File: src/rtl/clk_en_gen.sv
// clk_en_gen: reset conditioner and clock-enable generator for the sound core.
// Takes the 46 MHz PLL clock and the board reset, produces a clean held
// system reset, and derives single-cycle enables: master clock (cen_mclk),
// phi clock (cen_phi), FM sample strobe (cen_sample) with the current phi
// slot (sample_phase), and an optional fractional PSG enable (cen_psg).
// Optional feature macro: CLK_EN_GEN_PSG_EN builds the PSG phase
// accumulator; without it cen_psg is tied low.
module clk_en_gen #(
    parameter int HOLD_CYCLES = 1024,
    parameter int MCLK_DIV    = 6,
    parameter int PHI_DIV     = 6,
    parameter int SAMPLE_DIV  = 24,
    parameter int PSG_ACC_W   = 16,
    parameter int PSG_INC     = 5100
) (
    input  logic       clk,
    input  logic       rst_n,
    input  logic       run,
    output logic       sys_rst_n,
    output logic       cen_mclk,
    output logic       cen_phi,
    output logic       cen_sample,
    output logic [4:0] sample_phase,
    output logic       cen_psg
);

    localparam int HOLD_W = (HOLD_CYCLES > 1) ? $clog2(HOLD_CYCLES) : 1;
    localparam int PRE_W  = $clog2(MCLK_DIV);
    localparam int PHI_W  = $clog2(PHI_DIV);

    localparam logic [HOLD_W-1:0] HOLD_LAST  = HOLD_W'(HOLD_CYCLES - 1);
    localparam logic [PRE_W-1:0]  PRE_LAST   = PRE_W'(MCLK_DIV - 1);
    localparam logic [PHI_W-1:0]  PHI_LAST   = PHI_W'(PHI_DIV - 1);
    localparam logic [4:0]        PHASE_LAST = 5'(SAMPLE_DIV - 1);

    // Elaboration-time parameter range checks
    if (HOLD_CYCLES < 1) begin : g_chk_hold
        $error("clk_en_gen: HOLD_CYCLES must be >= 1");
    end
    if (MCLK_DIV < 2) begin : g_chk_mclk
        $error("clk_en_gen: MCLK_DIV must be >= 2");
    end
    if (PHI_DIV < 2) begin : g_chk_phi
        $error("clk_en_gen: PHI_DIV must be >= 2");
    end
    if ((SAMPLE_DIV < 2) || (SAMPLE_DIV > 32)) begin : g_chk_sample
        $error("clk_en_gen: SAMPLE_DIV must be in 2..32");
    end
    if ((PSG_ACC_W < 1) || (PSG_INC < 1) || (PSG_INC >= (1 << PSG_ACC_W))) begin : g_chk_psg
        $error("clk_en_gen: PSG_INC must be in 1..2^PSG_ACC_W-1");
    end

    // ------------------------------------------------------------------
    // Reset conditioner
    // ------------------------------------------------------------------
    logic [1:0]        sync_r;
    logic [HOLD_W-1:0] hold_cnt_r;
    logic              sys_rst_n_r;

    // Two-flop synchronizer: clears asynchronously, releases after two edges
    always_ff @(posedge clk or negedge rst_n) begin
        if (!rst_n) begin
            sync_r <= 2'b00;
        end else begin
            sync_r <= {sync_r[0], 1'b1};
        end
    end

    // Hold counter keeps the system reset asserted HOLD_CYCLES edges past sync release
    always_ff @(posedge clk or negedge rst_n) begin
        if (!rst_n) begin
            hold_cnt_r  <= {HOLD_W{1'b0}};
            sys_rst_n_r <= 1'b0;
        end else if (sync_r[1] && !sys_rst_n_r) begin
            if (hold_cnt_r == HOLD_LAST) begin
                sys_rst_n_r <= 1'b1;
            end else begin
                hold_cnt_r <= hold_cnt_r + HOLD_W'(1);
            end
        end
    end

    // ------------------------------------------------------------------
    // Divider chain: pre -> phi_cnt -> sample_phase
    // ------------------------------------------------------------------
    logic [PRE_W-1:0] pre_r;
    logic [PHI_W-1:0] phi_cnt_r;
    logic [4:0]       sample_phase_r;
    logic             cen_mclk_r;
    logic             cen_phi_r;
    logic             cen_sample_r;

    logic             adv_s;
    logic             pre_wrap_s;
    logic             phi_wrap_s;
    logic             smp_wrap_s;
    logic [PRE_W-1:0] pre_nxt_s;
    logic [PHI_W-1:0] phi_nxt_s;
    logic [4:0]       phase_nxt_s;

    // Next-state of the cascaded counters; each stage only moves on the wrap of the one below
    always_comb begin
        adv_s       = sys_rst_n_r & run;
        pre_wrap_s  = adv_s & (pre_r == PRE_LAST);
        phi_wrap_s  = pre_wrap_s & (phi_cnt_r == PHI_LAST);
        smp_wrap_s  = phi_wrap_s & (sample_phase_r == PHASE_LAST);
        pre_nxt_s   = pre_r;
        phi_nxt_s   = phi_cnt_r;
        phase_nxt_s = sample_phase_r;

        if (!adv_s) begin
            pre_nxt_s = pre_r;
        end else if (pre_wrap_s) begin
            pre_nxt_s = {PRE_W{1'b0}};
        end else begin
            pre_nxt_s = pre_r + PRE_W'(1);
        end

        if (!pre_wrap_s) begin
            phi_nxt_s = phi_cnt_r;
        end else if (phi_wrap_s) begin
            phi_nxt_s = {PHI_W{1'b0}};
        end else begin
            phi_nxt_s = phi_cnt_r + PHI_W'(1);
        end

        if (!phi_wrap_s) begin
            phase_nxt_s = sample_phase_r;
        end else if (smp_wrap_s) begin
            phase_nxt_s = 5'd0;
        end else begin
            phase_nxt_s = sample_phase_r + 5'd1;
        end
    end

    // Counter and strobe registers; held at zero until the system reset releases
    always_ff @(posedge clk or negedge rst_n) begin
        if (!rst_n) begin
            pre_r          <= {PRE_W{1'b0}};
            phi_cnt_r      <= {PHI_W{1'b0}};
            sample_phase_r <= 5'd0;
            cen_mclk_r     <= 1'b0;
            cen_phi_r      <= 1'b0;
            cen_sample_r   <= 1'b0;
        end else if (!sys_rst_n_r) begin
            pre_r          <= {PRE_W{1'b0}};
            phi_cnt_r      <= {PHI_W{1'b0}};
            sample_phase_r <= 5'd0;
            cen_mclk_r     <= 1'b0;
            cen_phi_r      <= 1'b0;
            cen_sample_r   <= 1'b0;
        end else begin
            pre_r          <= pre_nxt_s;
            phi_cnt_r      <= phi_nxt_s;
            sample_phase_r <= phase_nxt_s;
            cen_mclk_r     <= pre_wrap_s;
            cen_phi_r      <= phi_wrap_s;
            cen_sample_r   <= smp_wrap_s;
        end
    end

    // ------------------------------------------------------------------
    // PSG fractional enable
    // ------------------------------------------------------------------
`ifdef CLK_EN_GEN_PSG_EN
    localparam int                SUM_W       = PSG_ACC_W + 1;
    localparam logic [SUM_W-1:0]  PSG_INC_EXT = SUM_W'(PSG_INC);

    logic [PSG_ACC_W-1:0] psg_acc_r;
    logic [SUM_W-1:0]     psg_sum_s;
    logic                 cen_psg_r;

    // Accumulator sum with carry; the carry is the PSG pulse
    always_comb begin
        psg_sum_s = {1'b0, psg_acc_r} + PSG_INC_EXT;
    end

    // Phase accumulator advances once per running cycle, carry registered as the enable
    always_ff @(posedge clk or negedge rst_n) begin
        if (!rst_n) begin
            psg_acc_r <= {PSG_ACC_W{1'b0}};
            cen_psg_r <= 1'b0;
        end else if (!sys_rst_n_r) begin
            psg_acc_r <= {PSG_ACC_W{1'b0}};
            cen_psg_r <= 1'b0;
        end else if (run) begin
            psg_acc_r <= psg_sum_s[PSG_ACC_W-1:0];
            cen_psg_r <= psg_sum_s[PSG_ACC_W];
        end else begin
            cen_psg_r <= 1'b0;
        end
    end

    assign cen_psg = cen_psg_r;
`else
    assign cen_psg = 1'b0;
`endif

    assign sys_rst_n    = sys_rst_n_r;
    assign cen_mclk     = cen_mclk_r;
    assign cen_phi      = cen_phi_r;
    assign cen_sample   = cen_sample_r;
    assign sample_phase = sample_phase_r;

endmodule
File: config.mk
export PLATFORM = sky130hd
export DESIGN_NAME = clk_en_gen
export DESIGN_NICKNAME = d
export VERILOG_FILES = /design/src/rtl/clk_en_gen.sv
export SDC_FILE = /design/constraint.sdc
export NUM_CORES = 1
export LEC_CHECK = 0
export ABC_AREA = 1
export CAP_MARGIN = 15
export CORE_MARGIN = 8
export CORE_UTILIZATION = 48
export DETAILED_ROUTE_END_ITERATION = 6
export PLACE_DENSITY = 0.77
export SYNTH_ARGS = -nofsm -noshare
export SYNTH_HDL_FRONTEND = slang
export SYNTH_SLANG_ARGS = --single-unit
File: constraint.sdc
create_clock -name clk -period 2.3 [get_ports clk]
set_input_delay 0.575 -clock clk [delete_from_list [all_inputs] [get_ports clk]]
set_output_delay 0.575 -clock clk [all_outputs]
set_load 0.05 [all_outputs]
==> results.sh <==
export IMPL_cp_cell_sequence="clkdlybuf4s50_1"
export IMPL_cts_setup_buffers=0
export IMPL_start_util=0.5091
export IMPL_cts_repair_resized=0
export IMPL_skew_ns=0.002009
export IMPL_hpwl_um=2042
export IMPL_nets=191
export IMPL_period_share=0.9503
export IMPL_dieArea_sq_um=4911
export IMPL_row_count=19
export IMPL_cts_buffers=3
export IMPL_place_congestion=0.8186
export IMPL_crit_path_max_incr_delay_ns=0.84
export IMPL_cts_hold_buf=0
export IMPL_grt_overflow=0
export IMPL_worstHoldPathType="flip-flop to flip-flop"
export IMPL_placement_io_buffers=11
export IMPL_fillers=255
export IMPL_finalSetupViolCount=0
export IMPL_slowest_stage="clkdlybuf4s50_1"
export IMPL_ys_warn_count=0
export IMPL_clk_latency_ns=0.31
export IMPL_r2r_end="hold_cnt_r[6]"
export IMPL_yosysSeqAreaShare=0.4813
export IMPL_ctsHtreeMaxLevel=1
export IMPL_cts_sinks=27
export IMPL_grt_pass1_wl_um=4616
export IMPL_n_antenna_cell=0
export IMPL_hold_start="sync_r[0]"
export IMPL_vdd_drop_max_mv=0.4279
export IMPL_min_to="sync_r[1]"
export IMPL_outcome="finished, final reports clean"
export IMPL_max_clock_freq_ghz=0.4575
export IMPL_cts_tree="built"
export IMPL_cp_arrival_ns=1.61
export IMPL_layout_common_cells="51 x nand2_1, 27 x dfrtp_1, 21 x inv_1"
export IMPL_clk_pin_slew_ns=0.13
export IMPL_wl_um=2579
export IMPL_syn_inst=167
export IMPL_grt_pass1_vias=1091
export IMPL_startpoint_type="flip-flop"
export IMPL_fp_dieH_um=70.08
export IMPL_vias=1074
export IMPL_synth_main_ff_cell="dfrtp_1"
export IMPL_max_clock_path_buffers=2
export IMPL_leakage_nw=0.7810
export IMPL_r2r_start="sys_rst_n"
export IMPL_ys_ff_latch=27
export IMPL_slew_viol_final=0
export IMPL_timing_hold_ws_ns=0.3637
export IMPL_grt_max_degree=28
export IMPL_cp_max_fo=5
export IMPL_fin_crit_ns=2.186
export IMPL_clockRootBuffer="clkbuf_4"
export IMPL_final_common_cell="nand2_1"
export IMPL_worst_pin_slew_ns=0.5168
export IMPL_syn_area_sq_um=1404
export IMPL_antenna_found_initial=0
export IMPL_synth_edf_count=0
export IMPL_rsz0062_at_grt="false"
export IMPL_cp_top_family="buffers and inverters"
export IMPL_grt_usage=0.1110
export IMPL_cap_violations=0
export IMPL_whs_path_depth=0
export IMPL_slew_headroom=0.6544
export IMPL_hold_violations=0
export IMPL_cp_data_required_time_ns=1.73
export IMPL_die_x_um=70.08
export IMPL_async_flop_share=1.000
export IMPL_vias_per_cell=5.066
export IMPL_cp_end_kind="output port"
export IMPL_drcViolationCount=0
export IMPL_path_class="flip-flop to output port"
export IMPL_first_pass_iters=4
export IMPL_p_per_area_nw_per_um2=610.4
export IMPL_wl_per_cell_um=12.17
export IMPL_area_growth_pct=11.76
export IMPL_ioPinCount=13
export IMPL_syn_nets=176
export IMPL_rrSetupSlack_ns=0.89
export IMPL_crit_buf_inv=1
export IMPL_r2r_cells=7
export IMPL_setup_tns_ns=0
export IMPL_core_sq_um=2758
export IMPL_drive_gt1_frac=0.1050
export IMPL_synthesis_area_per_instance_sq_um=8.406
export IMPL_drtAntennaViolNets=0
export IMPL_drtIter0Drc=52
export IMPL_synth_cell_type_count=24
## how the worst max path moves through the flow
stage	cells past startpoint	startpoint	end	slack, ns
2_1_floorplan	8	sample_phase[1]	sample_phase[3]	0.79
3_3_place_gp	8	run	sample_phase[3]	0.47
3_5_place_dp	8	run	sample_phase[3]	0.41
4_1_cts	1	sample_phase[3]	sample_phase[3]	0.11
5_1_grt	1	sample_phase[2]	sample_phase[2]	0.03
6_report	1	sample_phase[3]	sample_phase[3]	0.11
## layer usage
metal	vias to the layer above	routed length, um	global-route usage
met1	502	1111	0.1226
li1	550	-	-
met4	0	31	0.03348
met3	5	121	0.03107
met2	17	1314	0.2000
met5	-	0	0
## registers in the layout, indices dropped and copies added (netlist names)
name / cells
sys_rst_n: 1
phi_cnt_r: 3
pre_r: 3
sample_phase: 5
cen_phi: 1
sync_r: 2
hold_cnt_r: 10
cen_mclk: 1
cen_sample: 1
## cell families (layout without fill, tap and decap cells)
family | count (synthesis) | in the layout | share of synthesized area
AO/OA/AOI/OAI | 11 | 11 | 0.04099
XOR/XNOR | 6 | 6 | 0.04279
adder cells (fa/ha/maj) | 6 | 6 | 0.05347
buffers and inverters | 25 | 39 | 0.07487
flip-flops | 27 | 27 | 0.4813
other | 2 | 2 | 0.005350
AND/OR/NAND/NOR | 90 | 90 | 0.3013
## per-stage QoR
stage	setup WS, ns	util	power [mW]	std cells	cell area [sq um]
3_3_place_gp	0.4698	0.5594	0.7562	208	1543
6_report	0.1143	0.5690	0.9577	212	1569
5_1_grt	0.03278	0.5690	1.022	212	1569
4_1_cts	0.1143	0.5690	0.9692	212	1569
2_1_floorplan	0.7876	-	0.7220	167	1404
3_5_place_dp	0.4121	0.5594	0.7720	208	1543
## Yosys cell counts, types with 3 or more instances
cell	n	area (sq um)
nor2_1	8	30.03
ha_1	6	75.07
xor2_1	3	26.28
nand4_1	3	18.77
nor2_2	3	18.77
o21ai_0	7	35.03
nand3_1	14	70.07
nand2_1	51	191.4
dfrtp_1	27	675.7
nand2_2	4	25.02
inv_1	21	78.83
## final cells by class
cell class	count	area (sq um)	area share
clock buffer	4	26.28	0.01675
inverter	23	90.09	0.05742
multi-input combinational	115	623.1	0.3971
sequential	27	675.6	0.4306
tap	31	38.79	0.02472
timing repair buffer	12	115.1	0.07337
## power by group
part           switching, mW  total [mW]  internal [mW]
registers             0.0575       0.585          0.528
clock network          0.128       0.196         0.0678
logic                  0.104       0.177         0.0728
total                  0.289       0.958          0.668
(Power assumes the default switching activity.)
